==> config.mk <==
export PLATFORM = sky130hd
export DESIGN_NAME = cache_arbiter_flat
export DESIGN_NICKNAME = d
export VERILOG_FILES = /design/src/rtl/cache_arbiter_pkg.sv /design/src/rtl/cache_arbiter_if.sv /design/src/rtl/cache_arbiter.sv /design/src/flat_wrapper.sv
export SDC_FILE = /design/constraint.sdc
export NUM_CORES = 1
export LEC_CHECK = 0
export CAP_MARGIN = 0
export CORE_AREA = 2 2 636 638
export DETAILED_ROUTE_END_ITERATION = 8
export DIE_AREA = 0 0 638 640
export PLACE_DENSITY_LB_ADDON = 0.2
export SYNTH_ARGS = -nofsm -noshare
export SYNTH_HDL_FRONTEND = slang
export SYNTH_SLANG_ARGS = --single-unit
==> constraint.sdc <==
create_clock -name clk -period 14.8 [get_ports clk]
set_input_delay 4.44 -clock clk [delete_from_list [all_inputs] [get_ports clk]]
set_output_delay 4.44 -clock clk [all_outputs]
set_load 0.03 [all_outputs]
==> src/rtl/cache_arbiter_pkg.sv <==
// Shared types and default widths for the
// I/D cache to memory-port arbiter.
package arbiter_types;
  localparam int S_LINE = 256;
  localparam int S_ADDR = 32;

  typedef enum logic [1:0] {
    IDLE,
    SERVE_I,
    SERVE_D,
    DONE
  } arb_state_t;

  typedef enum logic {
    REQ_I,
    REQ_D
  } requester_t;
endpackage

==> src/rtl/cache_arbiter_if.sv <==
// Cacheline port bundle: the cache (or arbiter)
// is master, the arbiter (or adaptor) is slave.
interface cache_arbiter_if
  import arbiter_types::*;
#(
  parameter int s_line = S_LINE,
  parameter int s_addr = S_ADDR
);
  logic              pmem_read;
  logic              pmem_write;
  logic [s_addr-1:0] pmem_address;
  logic [s_line-1:0] pmem_wdata;
  logic [s_line-1:0] pmem_rdata;
  logic              pmem_resp;

  modport master (
    output pmem_read,
    output pmem_write,
    output pmem_address,
    output pmem_wdata,
    input  pmem_rdata,
    input  pmem_resp
  );

  modport slave (
    input  pmem_read,
    input  pmem_write,
    input  pmem_address,
    input  pmem_wdata,
    output pmem_rdata,
    output pmem_resp
  );
endinterface

==> src/rtl/cache_arbiter.sv <==
// Round-robin arbiter sharing one memory port
// between the I-cache and the D-cache.
module cache_arbiter
  import arbiter_types::*;
(
  input logic             clk,
  input logic             rst,
  cache_arbiter_if.slave  i_port,
  cache_arbiter_if.slave  d_port,
  cache_arbiter_if.master mem
);

  arb_state_t        state_q, state_d;
  requester_t        last_q, last_d;
  logic              rd_q, rd_d;
  logic              wr_q, wr_d;
  logic [S_ADDR-1:0] addr_q, addr_d;
  logic [S_LINE-1:0] wdata_q, wdata_d;

  logic req_i, req_d;
  logic gnt_i, gnt_d;
  logic serve_i, serve_d;

  assign req_i = i_port.pmem_read | i_port.pmem_write;
  assign req_d = d_port.pmem_read | d_port.pmem_write;

  // On conflict the cache not granted last time wins.
  always_comb begin
    gnt_d = req_d & (~req_i | (last_q == REQ_I));
    gnt_i = req_i & ~gnt_d;
  end

  always_comb begin
    state_d = state_q;
    last_d  = last_q;
    rd_d    = rd_q;
    wr_d    = wr_q;
    addr_d  = addr_q;
    wdata_d = wdata_q;
    unique case (state_q)
      IDLE: begin
        unique case (1'b1)
          gnt_d: begin
            state_d = SERVE_D;
            last_d  = REQ_D;
            wr_d    = d_port.pmem_write;
            rd_d    = ~d_port.pmem_write;
            addr_d  = d_port.pmem_address;
            wdata_d = d_port.pmem_wdata;
          end
          gnt_i: begin
            state_d = SERVE_I;
            last_d  = REQ_I;
            wr_d    = i_port.pmem_write;
            rd_d    = ~i_port.pmem_write;
            addr_d  = i_port.pmem_address;
            wdata_d = i_port.pmem_wdata;
          end
          default: ;
        endcase
      end
      SERVE_I, SERVE_D: begin
        if (mem.pmem_resp) begin
          state_d = DONE;
          rd_d    = 1'b0;
          wr_d    = 1'b0;
        end
      end
      DONE:    state_d = IDLE;
      default: state_d = IDLE;
    endcase
  end

  always_ff @(posedge clk or posedge rst) begin
    if (rst) begin
      state_q <= IDLE;
      last_q  <= REQ_I;
      rd_q    <= 1'b0;
      wr_q    <= 1'b0;
      addr_q  <= '0;
      wdata_q <= '0;
    end else begin
      state_q <= state_d;
      last_q  <= last_d;
      rd_q    <= rd_d;
      wr_q    <= wr_d;
      addr_q  <= addr_d;
      wdata_q <= wdata_d;
    end
  end

  assign serve_i = (state_q == SERVE_I) & mem.pmem_resp;
  assign serve_d = (state_q == SERVE_D) & mem.pmem_resp;

  assign i_port.pmem_resp  = serve_i;
  assign i_port.pmem_rdata = serve_i ? mem.pmem_rdata : '0;
  assign d_port.pmem_resp  = serve_d;
  assign d_port.pmem_rdata = serve_d ? mem.pmem_rdata : '0;

  assign mem.pmem_read    = rd_q;
  assign mem.pmem_write   = wr_q;
  assign mem.pmem_address = addr_q;
  assign mem.pmem_wdata   = wdata_q;

  a_i_no_write: assert property (
    @(posedge clk) disable iff (rst)
    !i_port.pmem_write);

  a_d_one_op: assert property (
    @(posedge clk) disable iff (rst)
    !(d_port.pmem_read && d_port.pmem_write));

  a_mem_one_op: assert property (
    @(posedge clk) disable iff (rst)
    !(rd_q && wr_q));

endmodule

==> src/flat_wrapper.sv <==
// flat-port wrapper written by rule: the top's interface ports become plain ports
module cache_arbiter_flat import arbiter_types::*;
  (clk, rst, i_port_pmem_read, i_port_pmem_write, i_port_pmem_address, i_port_pmem_wdata, i_port_pmem_rdata, i_port_pmem_resp, d_port_pmem_read, d_port_pmem_write, d_port_pmem_address, d_port_pmem_wdata, d_port_pmem_rdata, d_port_pmem_resp, mem_pmem_read, mem_pmem_write, mem_pmem_address, mem_pmem_wdata, mem_pmem_rdata, mem_pmem_resp);
  cache_arbiter_if i_port_i ();
  cache_arbiter_if d_port_i ();
  cache_arbiter_if mem_i ();
  input logic clk;
  input logic rst;
  input wire logic [$bits(i_port_i.pmem_read)-1:0] i_port_pmem_read;
  input wire logic [$bits(i_port_i.pmem_write)-1:0] i_port_pmem_write;
  input wire logic [$bits(i_port_i.pmem_address)-1:0] i_port_pmem_address;
  input wire logic [$bits(i_port_i.pmem_wdata)-1:0] i_port_pmem_wdata;
  output wire logic [$bits(i_port_i.pmem_rdata)-1:0] i_port_pmem_rdata;
  output wire logic [$bits(i_port_i.pmem_resp)-1:0] i_port_pmem_resp;
  input wire logic [$bits(d_port_i.pmem_read)-1:0] d_port_pmem_read;
  input wire logic [$bits(d_port_i.pmem_write)-1:0] d_port_pmem_write;
  input wire logic [$bits(d_port_i.pmem_address)-1:0] d_port_pmem_address;
  input wire logic [$bits(d_port_i.pmem_wdata)-1:0] d_port_pmem_wdata;
  output wire logic [$bits(d_port_i.pmem_rdata)-1:0] d_port_pmem_rdata;
  output wire logic [$bits(d_port_i.pmem_resp)-1:0] d_port_pmem_resp;
  output wire logic [$bits(mem_i.pmem_read)-1:0] mem_pmem_read;
  output wire logic [$bits(mem_i.pmem_write)-1:0] mem_pmem_write;
  output wire logic [$bits(mem_i.pmem_address)-1:0] mem_pmem_address;
  output wire logic [$bits(mem_i.pmem_wdata)-1:0] mem_pmem_wdata;
  input wire logic [$bits(mem_i.pmem_rdata)-1:0] mem_pmem_rdata;
  input wire logic [$bits(mem_i.pmem_resp)-1:0] mem_pmem_resp;
  assign i_port_i.pmem_read = i_port_pmem_read;
  assign i_port_i.pmem_write = i_port_pmem_write;
  assign i_port_i.pmem_address = i_port_pmem_address;
  assign i_port_i.pmem_wdata = i_port_pmem_wdata;
  assign i_port_pmem_rdata = i_port_i.pmem_rdata;
  assign i_port_pmem_resp = i_port_i.pmem_resp;
  assign d_port_i.pmem_read = d_port_pmem_read;
  assign d_port_i.pmem_write = d_port_pmem_write;
  assign d_port_i.pmem_address = d_port_pmem_address;
  assign d_port_i.pmem_wdata = d_port_pmem_wdata;
  assign d_port_pmem_rdata = d_port_i.pmem_rdata;
  assign d_port_pmem_resp = d_port_i.pmem_resp;
  assign mem_pmem_read = mem_i.pmem_read;
  assign mem_pmem_write = mem_i.pmem_write;
  assign mem_pmem_address = mem_i.pmem_address;
  assign mem_pmem_wdata = mem_i.pmem_wdata;
  assign mem_i.pmem_rdata = mem_pmem_rdata;
  assign mem_i.pmem_resp = mem_pmem_resp;
  cache_arbiter u_core (.clk(clk), .rst(rst), .i_port(i_port_i), .d_port(d_port_i), .mem(mem_i));
endmodule
# Yosys cells after proc, flatten, opt, wreduce, memory -nomap -nowiden
# Index checks and enable logic that the tools add are counted.
[word_totals]
ff_bits = 293
input_bits = 839
[classes]
eq_ne = 5
n_mux = 13
n_bitwise = 12
reduce_logical = 7
[ops]
columns = ["operator", "count"]
rows = [
  ["$mux W256", 2],
  ["$pmux W256 S2", 1],
  ["$pmux W32 S2", 1],
  ["$pmux W1 S2", 5],
  ["$pmux W2 S3", 1],
  ["$not A1 Y1", 5],
  ["$and A1 B1 Y1", 4],
  ["$eq A2 B2 Y1 const B", 2],
  ["$pmux W2 S2", 1],
  ["$reduce_and A2 Y1", 2],
  ["$reduce_bool A2 Y1", 2],
  ["$ne A3 B1 Y1 const B", 1],
  ["$or A1 B1 Y1", 3],
  ["$reduce_and A3 Y1", 1],
  ["$eq A2 B1 Y1 const B", 1],
  ["$logic_not A2 Y1", 1],
  ["$mux W2", 1],
  ["$ne A2 B2 Y1 const B", 1],
  ["$reduce_or A2 Y1", 1],
  ["$mux W1", 1],
]

# Logic depth before layout (Yosys ltp)
[depth]
ltp_word = 8
depth_mapped = 8
ltp_nobuf = 5

# Worst setup path before layout
# Ideal clock, no wire load.
[synth_path]
path_kind = "input port to output port"
startpoint = "in mem_pmem_resp"
endpoint = "out d_port_pmem_rdata[100]"
arrival_ps = 5427
setup_slack_ps = 4933
cell_stages = 4
cell_sequence = "buf_2 > clkbuf_1 > clkbuf_1 > and3_1"
[synth_between]
elab_chain_cells = 2
[synth_rtl]
columns = ["item", "line", "text"]
rows = [
  ["start: declaration", "flat_wrapper.sv:26", "input wire logic [$bits(mem_i.pmem_resp)-1:0] mem_pmem_resp;"],
  ["$and A1 B1 Y1", "cache_arbiter.sv:93", "assign serve_d = (state_q == SERVE_D) & mem.pmem_resp;"],
  ["$mux W256", "cache_arbiter.sv:98", "assign d_port.pmem_rdata = serve_d ? mem.pmem_rdata : '0;"],
  ["end: declaration", "flat_wrapper.sv:19", "output wire logic [$bits(d_port_i.pmem_rdata)-1:0] d_port_pmem_rdata;"],
]
# Every way passes these cells.

# Worst setup path in the final report
[layout_path]
startpoint = "in mem_pmem_resp"
endpoint = "out d_port_pmem_rdata[50]"
# Same word-level chain as after synthesis.

==> reports/results.tsv <==
metric	value	unit
status	finished, violations left	
violations	max-slew violations	
max_cap_viol_count	0	
fillCellCount	46470	
setup_tns	0	ns
worstPathRequired	10.36	ns
critPathTopFamily	buffers and inverters	
detail_route.iter0.violations	1898	
firstDrtPassIters	6	
ys_seq_elements	293	
synth-async-reset-ratio	100.0	%
vias_per_cell	2.875	
core	401400	µm²
max_stage_delay	0.75	ns
path_clk_slew	0.05	ns
worstMarginPinSlew	1.590	ns
setup_ws	2.943	ns
period_share	80.12	%
clk_latency	0.67	ns
die_h	640	µm
maxSlewViolCount	119	
drive_gt1_share	3.079	%
critPathKind	in2out	
cts.path.max_buffers	3	
fmax	84.34	MHz
ys_types	29	
place.gp.congestion	0.9060	
p_sw	4742	µW
path_buf_inv	3	
ctsResizeCount	0	
p_comb_share	67.8	%
grt_pass1_wl	362.5	mm
yosysSeqAreaShare	40.24	%
skew	0.03251	ns
arrival	7.42	ns
cts_buffers	43	
finalCriticalPeriod	11.86	ns
clockRootBuffer	clkbuf_16	
synth_area_leaders	dfrtp_1 40%, and3_1 18%, a31oi_1 9.9%	
p_leak	0.01521	µW
grt_overflow	0	
cts.sinks	293	
crit_chain	buf_8, buf_12, and3_1, clkdlybuf4s50_1	
synth-edff-count	0	
peakVddDrop	0.1154	mV
clockPowerShare	13.2	%
grt_max_degree	264	
cts_hold_buf	0	
cts_setup_buffers	0	
synth_top_area_cell	dfrtp_1	
cts_tree	yes	
power_density	199.6	nW/µm²
h-tree-depth	2	
setup_viol	0	
min_path_type	reg2reg	
worst-path-stages	4	
grt_usage	14.14	%
yosysTopAreaCellShare	40.24	%
netSwitchingFraction	57.30	%
drc	0	
hold_violations	0	
die_w	638	µm
critPathLaunchType	primary input	
start_util	4.539	%
ant_nets	0	
syn2layout_area_growth	127.6	%
place_hpwl	261.9	mm
reg2reg_depth	7	
vias	26140	
portBuffers	1642	
rsz0062_at_grt	false	
syn_nets	3139	
io_pins	1643	
hold_depth	1	
antenna_found_initial	159	
yosys.cell_count.top_type	and3_1	
dp_worst_setup_slack	3.080	ns
first_global_vias	26320	
wl_per_cell	33.28	µm
synth_area_per_cell	7.939	µm²
synth_common_cells	512 x and3_1, 293 x dfrtp_1	
synth_area	18220	µm²
crit_path_top_delay_cell	clkdlybuf4s50_1	
fin_nets	4555	
ys_warn_count	0	
rows	233	
p_int	3534	µW
relSlewSlack	-5.970	%
holdWs	0.5193	ns
synthFlopType	dfrtp_1	
die-area	408300	µm²
fin_util	10.33	%
worst_setup_path_end_kind	output port	
p_seq_share	19.0	%
synth_cells	2295	
finalWirelength	302.5	mm
worstPathMaxFanout	263	
-- worst reg2reg max path, cell delays in order, from the launching register on --
cell,delay (ns)
dfrtp_1,0.44
inv_1,0.17
ha_1,0.35
o41a_2,0.78
buf_4,0.86
buf_4,1.03
nor2_1,0.13
a31oi_1,0.19
-- power groups by stage --
stage          sequential, µW  combinational, µW  clock, µW
2_1_floorplan            2230               1900          0
3_3_place_gp             1590               5860          0
3_5_place_dp             1600               5820          0
4_1_cts                  1600               5850       1160
5_1_grt                  1630               6030       1170
6_report                 1580               5610       1090
-- layer usage --
metal	vias to the layer above	GRT usage (%)	part of all wire, %
li1	11290	-	-
met1	13200	14.10	34
met2	1329	26.37	52
met3	296	5.978	10
met4	22	4.327	3.5
met5	-	0	0.048
-- flip-flops by register name (all words and copies together) (netlist names) --
name                     count
u_core.mem.pmem_address     32
u_core.mem.pmem_wdata      256
u_core.mem.pmem_read         1
u_core.mem.pmem_write        1
u_core.last_q                1
u_core.state_q               2
-- placed cells by master (no fill, tap or decap), drive strengths merged --
cell type / synthesis / layout
and2: 2 / 2
ha: 5 / 5
a211oi: 1 / 1
bufinv: 0 / 2
a22o: 1 / 1
nor2b: 1 / 1
clkinvlp: 0 / 2
a31oi: 289 / 289
dfrtp: 293 / 293
nor2: 290 / 290
a21boi: 2 / 2
a21oi: 2 / 2
clkbuf: 203 / 59
a211o: 2 / 2
o21bai: 1 / 1
nand3: 289 / 289
a2bb2oi: 2 / 2
inv: 4 / 8
o21ba: 1 / 1
diode: 0 / 68
clkinv: 0 / 2
buf: 101 / 47
clkdlybuf4s50: 0 / 1628
o41a: 1 / 1
o21ai: 289 / 289
and3: 512 / 512
or2: 1 / 1
nor4: 1 / 1
o2bb2ai: 1 / 1
o32ai: 1 / 1
-- area by class of cell --
type                    count  area [µm²]  share of cell area [%]
multi-input cells        1694        9263                   22.34
flip-flops and latches    293        7332                   17.68
clock inverters            10       146.4                  0.3531
repair buffers           1675       16710                   40.29
clock buffers              59        1206                   2.909
inverters                   4       22.52                 0.05432
well taps                5287        6615                   15.95
diodes                     68       170.2                  0.4104
-- kinds of logic (layout without fill, tap and decap cells) --
logic type      Yosys count  count (layout)  synth area share (%)
buf+inv                 308            1748                 9.175
other cells               0              68                     0
fa+ha+maj                 5               5                0.3434
compound gates          593             593                 18.53
simple gates           1096            1096                 31.71
flops                   293             293                 40.24
-- metrics by stage --
stage	cells	cell area (µm²)	total power, µW
2_1_floorplan	2295	18220	4134
3_3_place_gp	8953	39940	7452
3_5_place_dp	8953	39940	7427
4_1_cts	9022	41290	8610
5_1_grt	9067	41400	8834
6_report	9090	41460	8276
-- path summary, 6_finish.rpt --
| check | start | endpoint | slack [ns] |
|---|---|---|---|
| min reg2reg | u_core.mem.pmem_read | u_core.mem.pmem_read | 0.52 |
| max in group asynchronous | rst | u_core.mem.pmem_wdata[35] | 8.12 |
| max | mem_pmem_resp | d_port_pmem_rdata[50] | 2.94 |
| max reg2reg | u_core.state_q[0] | u_core.mem.pmem_wdata[232] | 10.79 |
| min in group asynchronous | rst | u_core.mem.pmem_wdata[188] | 4.29 |
| min | u_core.mem.pmem_read | u_core.mem.pmem_read | 0.52 |
No activity file was read; power rests on OpenSTA's default activity.
